File: src/rtl/restoring_divider.sv
// rtl/restoring_divider.sv - sequential unsigned restoring divider, one quotient bit per clock
module restoring_divider #(
  parameter int WIDTH = 8
) (
  input  logic             clk,
  input  logic             rst_n,
  input  logic             start,
  input  logic [WIDTH-1:0] dividend,
  input  logic [WIDTH-1:0] divisor,
  output logic             busy,
  output logic             done,
  output logic [WIDTH-1:0] quotient,
  output logic [WIDTH-1:0] remainder,
  output logic             div_by_zero
);

  localparam int CW = $clog2(WIDTH);

  typedef enum logic [1:0] {
    S_IDLE = 2'd0,
    S_ITER = 2'd1,
    S_DONE = 2'd2
  } state_t;

  state_t           r_state;
  state_t           w_state_next;
  logic [WIDTH:0]   r_a;
  logic [WIDTH-1:0] r_q;
  logic [WIDTH-1:0] r_m;
  logic [CW-1:0]    r_cnt;
  logic [WIDTH-1:0] r_quotient;
  logic [WIDTH-1:0] r_remainder;
  logic             r_div_by_zero;

  logic             w_accept;
  logic             w_zero_div;
  logic             w_last;
  logic [WIDTH:0]   w_shifted;
  logic [WIDTH:0]   w_trial;
  logic [WIDTH:0]   w_a_next;
  logic [WIDTH-1:0] w_q_next;

  assign w_accept   = start && (r_state == S_IDLE || r_state == S_DONE);
  assign w_zero_div = (divisor == '0);
  assign w_last     = (r_cnt == '0);

  // Shift the next dividend bit into the partial remainder, then trial-subtract.
  assign w_shifted = {r_a[WIDTH-1:0], r_q[WIDTH-1]};
  assign w_trial   = w_shifted - {1'b0, r_m};

  always_comb begin
    w_a_next = w_trial;
    w_q_next = {r_q[WIDTH-2:0], 1'b1};
    if (w_trial[WIDTH]) begin
      w_a_next = w_shifted;
      w_q_next = {r_q[WIDTH-2:0], 1'b0};
    end
  end

  always_ff @(posedge clk) begin
    if (!rst_n) begin
      r_state <= S_IDLE;
    end else begin
      r_state <= w_state_next;
    end
  end

  always_comb begin
    w_state_next = r_state;
    case (r_state)
      S_IDLE: if (start) w_state_next = w_zero_div ? S_DONE : S_ITER;
      S_ITER: if (w_last) w_state_next = S_DONE;
      S_DONE: begin
        if (start) w_state_next = w_zero_div ? S_DONE : S_ITER;
        else       w_state_next = S_IDLE;
      end
      default: w_state_next = S_IDLE;
    endcase
  end

  always_ff @(posedge clk) begin
    if (!rst_n) begin
      r_a           <= '0;
      r_q           <= '0;
      r_m           <= '0;
      r_cnt         <= '0;
      r_quotient    <= '0;
      r_remainder   <= '0;
      r_div_by_zero <= 1'b0;
    end else if (w_accept) begin
      if (w_zero_div) begin
        r_quotient    <= '1;
        r_remainder   <= dividend;
        r_div_by_zero <= 1'b1;
      end else begin
        r_a   <= '0;
        r_q   <= dividend;
        r_m   <= divisor;
        r_cnt <= CW'(WIDTH - 1);
      end
    end else if (r_state == S_ITER) begin
      r_a <= w_a_next;
      r_q <= w_q_next;
      if (w_last) begin
        r_quotient    <= w_q_next;
        r_remainder   <= w_a_next[WIDTH-1:0];
        r_div_by_zero <= 1'b0;
      end else begin
        r_cnt <= r_cnt - CW'(1);
      end
    end
  end

  assign busy        = (r_state == S_ITER);
  assign done        = (r_state == S_DONE);
  assign quotient    = r_quotient;
  assign remainder   = r_remainder;
  assign div_by_zero = r_div_by_zero;

endmodule
File: config.mk
export PLATFORM = sky130hd
export DESIGN_NAME = restoring_divider
export DESIGN_NICKNAME = d
export VERILOG_FILES = /design/src/rtl/restoring_divider.sv
export SDC_FILE = /design/constraint.sdc
export NUM_CORES = 1
export LEC_CHECK = 0
export ABC_AREA = 1
export BUFFER_PORTS_ARGS = -buffer_cell sky130_fd_sc_hd__buf_2
export CAP_MARGIN = 25
export CORE_MARGIN = 5
export CORE_UTILIZATION = 40
export DETAILED_ROUTE_END_ITERATION = 10
export PLACE_DENSITY_LB_ADDON = 0.2
export SYNTH_ARGS = -nofsm -noshare
export SYNTH_HDL_FRONTEND = slang
export SYNTH_SLANG_ARGS = --single-unit
File: constraint.sdc
create_clock -name clk -period 3.45 [get_ports clk]
set_input_delay 0.345 -clock clk [delete_from_list [all_inputs] [get_ports clk]]
set_output_delay 0.345 -clock clk [all_outputs]
set_load 0.005 [all_outputs]
==> results of run 1 <==
==> cell usage in the layout, fill, tap and decap left out, types with 2 or more instances in the layout <==
master,synthesis,layout
xor2_1,2,2
a211oi_1,7,7
nand4_1,2,2
ha_1,10,10
a21oi_1,27,27
buf_2,5,37
o21ai_2,2,2
nand3_1,41,41
dfxtp_1,46,46
nand2_1,75,75
a31oi_1,9,9
buf_4,0,2
inv_1,80,80
inv_2,2,2
o21ai_0,26,26
nor2_1,20,20
clkbuf_8,0,5
nand2_2,2,2
a21oi_2,2,2
==> worst min-delay path, stage by stage <==
cell and delay, ns:
buf_2 0.10, nand2_1 0.05, a31oi_1 0.07
==> stage by stage <==
step                  util  instance area (µm²)
global placement    0.4385                 2736
finish              0.4565                 2849
CTS                 0.4565                 2849
detailed placement  0.4385                 2736
global route        0.4565                 2849
floorplan                -                 2525
==> registers in the layout (all words and copies together) (netlist names) <==
signal       flops
r_cnt            3
div_by_zero      1
r_a              8
r_state          2
r_q              8
quotient         8
r_m              8
remainder        8
==> cells by family after synthesis <==
kind of cell / after synthesis / synth area share
simple gates: 142 / 0.2418
buf+inv: 97 / 0.1556
compound gates: 75 / 0.1700
flops: 46 / 0.3647
fa+ha+maj: 11 / 0.05748
xor+xnor: 3 / 0.01041
==> layer usage <==
layer	global-route usage	wire length [µm]	vias to the layer above
met4	0.02842	26	0
met5	0	0	-
met2	0.2492	2571	49
li1	-	-	1242
met1	0.2250	2835	1001
met3	0.03134	275	2
==> layout make-up <==
class | instances | area [µm²] | area share
multi-input combinational | 231 | 1211 | 0.4251
sequential | 46 | 920.9 | 0.3232
inverter | 82 | 307.8 | 0.1080
timing repair buffer | 39 | 200.2 | 0.07027
tap | 77 | 96.34 | 0.03382
clock buffer | 5 | 68.82 | 0.02415
clock inverter | 3 | 43.79 | 0.01537
==> path summary, 6_finish.rpt <==
| kind | start | to | slack (ns) | cells after the start |
|---|---|---|---|---|
| setup / recovery | r_state[0]$_SDFFE_PN0P_ | r_a[1]$_SDFFE_PN0P_ | 1.14 | 10 |
| hold / removal | dividend[4] | r_q[4]$_SDFFE_PN0P_ | 0.32 | 3 |
| setup reg to reg | r_state[0]$_SDFFE_PN0P_ | r_a[1]$_SDFFE_PN0P_ | 1.14 | 10 |
| hold reg to reg | quotient[1]$_SDFFE_PN0P_ | quotient[1]$_SDFFE_PN0P_ | 0.46 | 2 |
==> power by group through the flow <==
stage | sequential (mW) | clock (mW) | combinational [mW]
after detailed placement | 0.657 | 0 | 0.534
after global placement | 0.656 | 0 | 0.529
final | 0.643 | 0.415 | 0.532
after global routing | 0.653 | 0.447 | 0.629
after CTS | 0.644 | 0.424 | 0.538
after floorplan | 0.648 | 0 | 0.410
==> results_dict.tcl, run 1 <==
set metrics [dict create \
    hp-class "input pin to register" \
    pwr-share-comb 0.335 \
    hold_viol 0 \
    hold_buffers 0 \
    crit_type "register to register" \
    startpoint_type "register" \
    required_ns 3.65 \
    synth_area_um2 2525 \
    place_inst 475 \
    die_area_um2 8001 \
    ys_top_cells_by_area "dfxtp_1 36%, inv_1 12%, nand2_1 11%, nand3_1 8.1%, a21oi_1 5.4%" \
    cpPeakStageDelay_ns 0.55 \
    status "complete, no violations" \
    rsz0062_at_grt "no" \
    critical_path.top_delay_family "simple AND/OR/NAND/NOR gates" \
    worst-path-buf-inv 5 \
    pre_cts_ws_ns 1.133 \
    grt_max_degree 33 \
    cap_violations 0 \
    drtIter0Drc 158 \
    vias_per_cell 4.749 \
    yosysMostFrequentCell "inv_1" \
    p_leak_nw 1.512 \
    grt_pass1_wl_um 9949 \
    period_minus_slack_ns 2.309 \
    antenna_found_initial 0 \
    synth_commonest_cells "80 x inv_1, 75 x nand2_1, 46 x dfxtp_1" \
    antennaDiodeCount 0 \
    intPower_mw 1.012 \
    yosysUniqueCellTypes 25 \
    synthArstFlopShare 0 \
    root_buffer "clkbuf_8" \
    clock_path_buffers 2 \
    port_buffers 37 \
    yosys_register_bits 46 \
    area_delta_synth_final_pct 12.83 \
    synth_flop_cell "dfxtp_1" \
    drive_above_1_share 0.1429 \
    cp_slowest_cell "nand2_1" \
    drtPass1Iterations 4 \
    syn_avg_cell_area_um2 6.751 \
    final.period_utilization 0.6692 \
    initial_core_util 0.4046 \
    die-height_um 89.45 \
    finalSetupTns_ns 0 \
    path_cells "inv_2 -> nand2_1 -> buf_4 -> inv_2 -> o21ai_2 -> nand2_1 -> o21ai_0 -> inv_1 -> nand2_1 -> inv_1" \
    overflow 0 \
    gp_congestion 0.8228 \
    postSynthCellCount 374 \
    synth_top_area_frac 0.3647 \
    worst_slack_ns 1.141 \
    syn_nets 404 \
    cp_common_cell "nand2_1" \
    synth_edf_count 0 \
    slew_headroom 0.4137 \
    core-area_um2 6241 \
    clock_skew_ns 0.006543 \
    finalSetupViolations 0 \
    fillers 688 \
    p_total_mw 1.591 \
    numCtsBuffers 5 \
    clkSinkCount 46 \
    grt_pass1_vias 2141 \
    layout.nets 435 \
    io_pins 38 \
    final_cells 483 \
    max_slew.worst_pin.slew_ns 0.8774 \
    synth_warnings 0 \
    cts-resized-gates 0 \
    holdWs_ns 0.3190 \
    wirelength_um 5709 \
    insertion_delay_ns 0.30 \
    crit_fanout 32 \
    cts_tree "done" \
    cp-end-kind "register" \
    swShare 0.3637 \
    grt.total_usage 0.1577 \
    power_density_nw_per_um2 558.4 \
    clockPowerShare 0.261 \
    htree_num_levels 2 \
    power_frac_seq 0.404 \
    die_x_um 89.45 \
    drc_errors 0 \
    wl_per_cell_um 11.82 \
    fmax_ghz 0.4331 \
    slew_viol_final 0 \
    ant_nets 0 \
    cp.arrival_ns 2.51 \
    cts_setup_buffers 0 \
    ys_seq_area_frac 0.3647 \
    hpwl_um 4253 \
    synth_top_cell_by_area "dfxtp_1" \
    row_count 29 \
    vias 2294 \
    power.switching_mw 0.5786 \
    clkTransAtPathRegs_ns 0.09 \
    irDropWorstVdd_v 0.0002377 \
]
(Power assumes the default switching activity.)
==> run 2, diff against run 1 <==
- clock period: 3.45 -> 1.95 ns (I/O delays scaled with it)
==> run 2 against run 1 <==
  * Register-to-register slack lost 1.1 ns
  * Sequential power grew 79%
  * Critical path depth grew 4
  * Cell area up 5.2%
  * Sequential share of layout area decreased by 1.6 points
  * Power rose by 78%
  * Setup slack lost 1.1 ns
  * First-iteration DRC count decreased by 41%
  * Critical path type unchanged
  * Largest cell class unchanged
  * Largest power group unchanged
  * Highest routed layer unchanged
==> results_dict.tcl, run 2 (synthesis gave the netlist of run 1 again) <==
set metrics [dict create \
    status "complete, no violations" \
    required_ns 2.15 \
    hold_buffers 0 \
    period_minus_slack_ns 1.875 \
    die_x_um 89.45 \
    port_buffers 37 \
    vias_per_cell 4.851 \
    power_frac_seq 0.404 \
    swShare 0.3939 \
    crit_type "register to register" \
    die-height_um 89.45 \
    hold_viol 0 \
    hpwl_um 4377 \
    slew_headroom 0.5125 \
    crit_fanout 8 \
    die_area_um2 8001 \
    grt_pass1_vias 2137 \
    fin_util 0.4802 \
    met3_usage 0.03134 \
    slew_viol_final 0 \
    grt_max_degree 33 \
    cp.arrival_ns 2.08 \
    io_pins 38 \
    clock_path_buffers 2 \
    area_delta_synth_final_pct 18.68 \
    clockPowerShare 0.196 \
    busiest_layer "met2" \
    clock_skew_ns 0.005914 \
    max_slew.worst_pin.slew_ns 0.7305 \
    finalSetupTns_ns 0 \
    overflow 0 \
    place_inst 480 \
    initial_core_util 0.4046 \
    cap_violations 0 \
    final_cells 489 \
    insertion_delay_ns 0.30 \
    drive_above_1_share 0.2112 \
    placed_area_um2 2774 \
    wirelength_um 6114 \
    clkTransAtPathRegs_ns 0.09 \
    mostFrequentLayoutCell "inv_1" \
    wl_per_cell_um 12.50 \
    irDropWorstVdd_v 0.0004453 \
    cts_tree "done" \
    p_total_mw 2.839 \
    drtIter0Drc 94 \
    startpoint_type "register" \
    drc_errors 0 \
    p_leak_nw 1.551 \
    drtPass1Iterations 4 \
    antenna_found_initial 0 \
    clkSinkCount 46 \
    grt_use_met2 0.2498 \
    ant_nets 0 \
    vias 2372 \
    finalSetupViolations 0 \
    power_density_nw_per_um2 947.6 \
    intPower_mw 1.721 \
    row_count 29 \
    final_area_um2 2997 \
    root_buffer "clkbuf_8" \
    grt.total_usage 0.1582 \
    numCtsBuffers 5 \
    layout.nets 442 \
    met1_usage 0.2164 \
    power.switching_mw 1.119 \
    final.period_utilization 0.9616 \
    hp-class "input pin to register" \
    final_cell_mix "80 x inv_1, 70 x nand2_1, 45 x dfxtp_1, 37 x buf_2" \
    core-area_um2 6241 \
    gp_congestion 0.8883 \
    cp-end-kind "register" \
    htree_num_levels 2 \
    rsz0062_at_grt "yes" \
    fillers 665 \
    fmax_ghz 0.5333 \
    pwr-share-comb 0.399 \
    grt_pass1_wl_um 9908 \
    antennaDiodeCount 0 \
]
run 2: cell count changes in the layout (fill, tap and decap cells not counted), sizes merged:
cell    before  now
clkinv       1    2
inv         83   82
bufinv       1    0
nand2       77   78
buf         39   45
run 2: stage by stage:
stage	setup slack, ns	hold slack [ns]
after global placement	0.01276	0.4390
after detailed placement	-0.03774	0.4409
final	0.07493	0.1682
after global routing	-0.04905	0.1729
after floorplan	0.1730	0.3559
after CTS	0.009320	0.1640
run 2: layer usage:
layer | vias up | share of wire | wire (µm)
li1 | 1258 | - | -
met1 | 1061 | 0.49 | 3018
met2 | 46 | 0.45 | 2738
met3 | 7 | 0.046 | 284
met4 | 0 | 0.012 | 72
met5 | - | 0 | 0
run 2: what timing repair did:
action | CTS | global route
pin swaps | 0 | 4
buffers inserted | 0 | 1
gates resized for setup | 5 | 24
cloned | 0 | 1
setup endpoints to repair | 14 | 18
run 2: worst max-delay path, stage by stage (launching register included):
cell,delay [ns]
dfxtp_2,0.32
inv_1,0.05
ha_1,0.13
inv_1,0.07
fa_2,0.35
nand2_2,0.07
nand2_2,0.08
nand3_4,0.10
nand2_2,0.09
nand2_2,0.10
nand2_4,0.11
nand3_2,0.09
nand3_1,0.11
nand2_1,0.08
inv_1,0.03
run 2: final timing paths:
| check | start | endpoint | slack, ns | cells past startpoint |
|---|---|---|---|---|
| worst max-delay path | r_q[7]$_SDFFE_PN0P_ | remainder[1]$_SDFFE_PN0P_ | 0.07 | 14 |
| worst min-delay path | dividend[3] | r_q[3]$_SDFFE_PN0P_ | 0.17 | 3 |
| worst max register to register | r_q[7]$_SDFFE_PN0P_ | remainder[1]$_SDFFE_PN0P_ | 0.07 | 14 |
| worst min register to register | div_by_zero$_SDFFE_PN0P_ | div_by_zero$_SDFFE_PN0P_ | 0.45 | 2 |
run 2: layout make-up:
cell class,instances,area (µm²),area share
Tap cell,77,96.34,0.03215
Inverter,82,307.8,0.1027
Multi-Input combinational cell,232,1346,0.4493
Clock inverter,2,10.01,0.003340
Clock buffer,5,68.82,0.02296
Sequential cell,46,922.1,0.3077
Timing Repair Buffer,45,245.2,0.08184
run 2: power groups by stage:
stage                     Sequential (mW)  Combinational, mW  Clock (mW)
after global routing                 1.16               1.29       0.620
after CTS                            1.14              0.997       0.573
after detailed placement             1.16              0.963           0
after floorplan                      1.15              0.725           0
final                                1.15               1.13       0.558
after global placement               1.16              0.962           0
==> run 3, diff against run 2 <==
==> constraint.sdc (replaced) <==
create_clock -name clk -period 1.95 [get_ports clk]
set_input_delay 0.4875 -clock clk [delete_from_list [all_inputs] [get_ports clk]]
set_output_delay 0.4875 -clock clk [all_outputs]
set_load 0.005 [all_outputs]
==> run 3 against run 2 <==
  * Largest cell class unchanged
  * Sequential share of layout area shrank 0.49 points
  * Die area stayed put
  * Critical endpoint is now r_a[1]$_SDFFE_PN0P_
  * Clock power up 32%
  * Register-to-register slack barely moved
  * Wire length increased by 0.31%
  * Power increased by 6.8%
  * Core utilization increased by 0.78 points
  * Worst hold slack better by 0.28 ns
  * Combinational power barely moved
==> results_dict.tcl, run 3 (synthesis gave the netlist of run 1 again) <==
set metrics [dict create \
    status "complete, no violations" \
    grt_max_degree 33 \
    finalSetupTns_ns 0 \
    cpPeakStageDelay_ns 0.35 \
    clock_path_buffers 2 \
    root_buffer "clkbuf_8" \
    final.period_utilization 0.9558 \
    initial_core_util 0.4046 \
    vias_per_cell 4.787 \
    cts_tree "done" \
    clock_skew_ns 0.005371 \
    finalSetupViolations 0 \
    fin_util 0.4880 \
    placed_area_um2 2809 \
    wl_per_cell_um 12.47 \
    hpwl_um 4623 \
    worst_slack_ns 0.08619 \
    final_cells 492 \
    drive_above_1_share 0.2072 \
    wirelength_um 6133 \
    layout.nets 444 \
    die-height_um 89.45 \
    place_inst 483 \
    cp_slowest_cell "fa_2" \
    drtIter0Drc 142 \
    clkTransAtPathRegs_ns 0.09 \
    cts_setup_buffers 0 \
    startpoint_type "register" \
    gp_congestion 0.8469 \
    antennaDiodeCount 0 \
    numCtsBuffers 5 \
    critical_path.top_delay_family "simple AND/OR/NAND/NOR gates" \
    hold_viol 0 \
    required_ns 2.17 \
    rsz0062_at_grt "yes" \
    drc_errors 0 \
    cp.arrival_ns 2.08 \
    ant_nets 0 \
    final_cell_mix "80 x inv_1, 71 x nand2_1, 45 x dfxtp_1, 37 x buf_2, 29 x nand3_1" \
    clkSinkCount 46 \
    overflow 0 \
    grt.total_usage 0.1603 \
    io_pins 38 \
    insertion_delay_ns 0.31 \
    cap_violations 0 \
    vias 2355 \
    pre_cts_ws_ns -0.05445 \
    antenna_found_initial 0 \
    grt_pass1_wl_um 10030 \
    die_area_um2 8001 \
    worst-path-buf-inv 3 \
    drtPass1Iterations 4 \
    hp-class "register to register" \
    cp-end-kind "register" \
    p_leak_nw 1.581 \
    crit_fanout 5 \
    grt_pass1_vias 2162 \
    period_minus_slack_ns 1.864 \
    core-area_um2 6241 \
    slew_headroom 0.7178 \
    p_total_mw 3.033 \
    area_delta_synth_final_pct 20.61 \
    final_area_um2 3045 \
    fmax_ghz 0.5365 \
    irDropWorstVdd_v 0.0004606 \
    holdWs_ns 0.4499 \
    power_density_nw_per_um2 996.0 \
    htree_num_levels 2 \
    path_cells "inv_1 -> ha_1 -> inv_1 -> fa_2 -> nand2_1 -> nand2_2 -> nand3_4 -> nand2_4 -> nand2_4 -> nand2_4 -> nand3_2 -> nand3_1 -> nand2_1 -> inv_1" \
    max_slew.worst_pin.slew_ns 0.4220 \
    slew_viol_final 0 \
    port_buffers 37 \
    die_x_um 89.45 \
    crit_type "register to register" \
    mostFrequentLayoutCell "inv_1" \
    row_count 29 \
]
run 3: tightest hold or removal path: cells and delay by family, from the launching register on:
family | cells | cell delay (ns)
AOI/OAI and AO/OA | 1 | 0.05
buffers and inverters | 1 | 0.04
DFF | 1 | 0.32
run 3: final timing paths:
check                      startpoint                  endpoint  slack (ns)  cells after the start
min reg2reg  div_by_zero$_SDFFE_PN0P_  div_by_zero$_SDFFE_PN0P_        0.45                      2
max reg2reg       r_q[7]$_SDFFE_PN0P_       r_a[1]$_SDFFE_PN0P_        0.09                     14
min          div_by_zero$_SDFFE_PN0P_  div_by_zero$_SDFFE_PN0P_        0.45                      2
max               r_q[7]$_SDFFE_PN0P_       r_a[1]$_SDFFE_PN0P_        0.09                     14
run 3: final cells by class:
| type | instances | area (µm²) |
|---|---|---|
| fill | 667 | 3196 |
| multi-input combinational | 232 | 1334 |
| sequential | 46 | 922.1 |
| inverter | 82 | 307.8 |
| timing repair buffer | 47 | 272.8 |
| tap | 77 | 96.34 |
| clock buffer | 5 | 68.82 |
| clock inverter | 3 | 43.79 |
run 3: routing by layer:
metal	track usage	wire (µm)	vias up
met5	0	0	-
met4	0.04465	72	0
met3	0.03318	238	6
met2	0.2639	2896	38
met1	0.2123	2925	1049
li1	-	-	1262
run 3: power breakdown:
group	switching, mW	internal (mW)
clock	0.352	0.385
sequential	0.0856	1.06
combinational	0.714	0.435
run 3: repair_timing:
action	CTS	global route
hold buffers	0	0
gates resized for setup	6	20
setup endpoints to repair	15	18
hold endpoints to repair	0	0
pin swaps	0	3
cloned	0	1
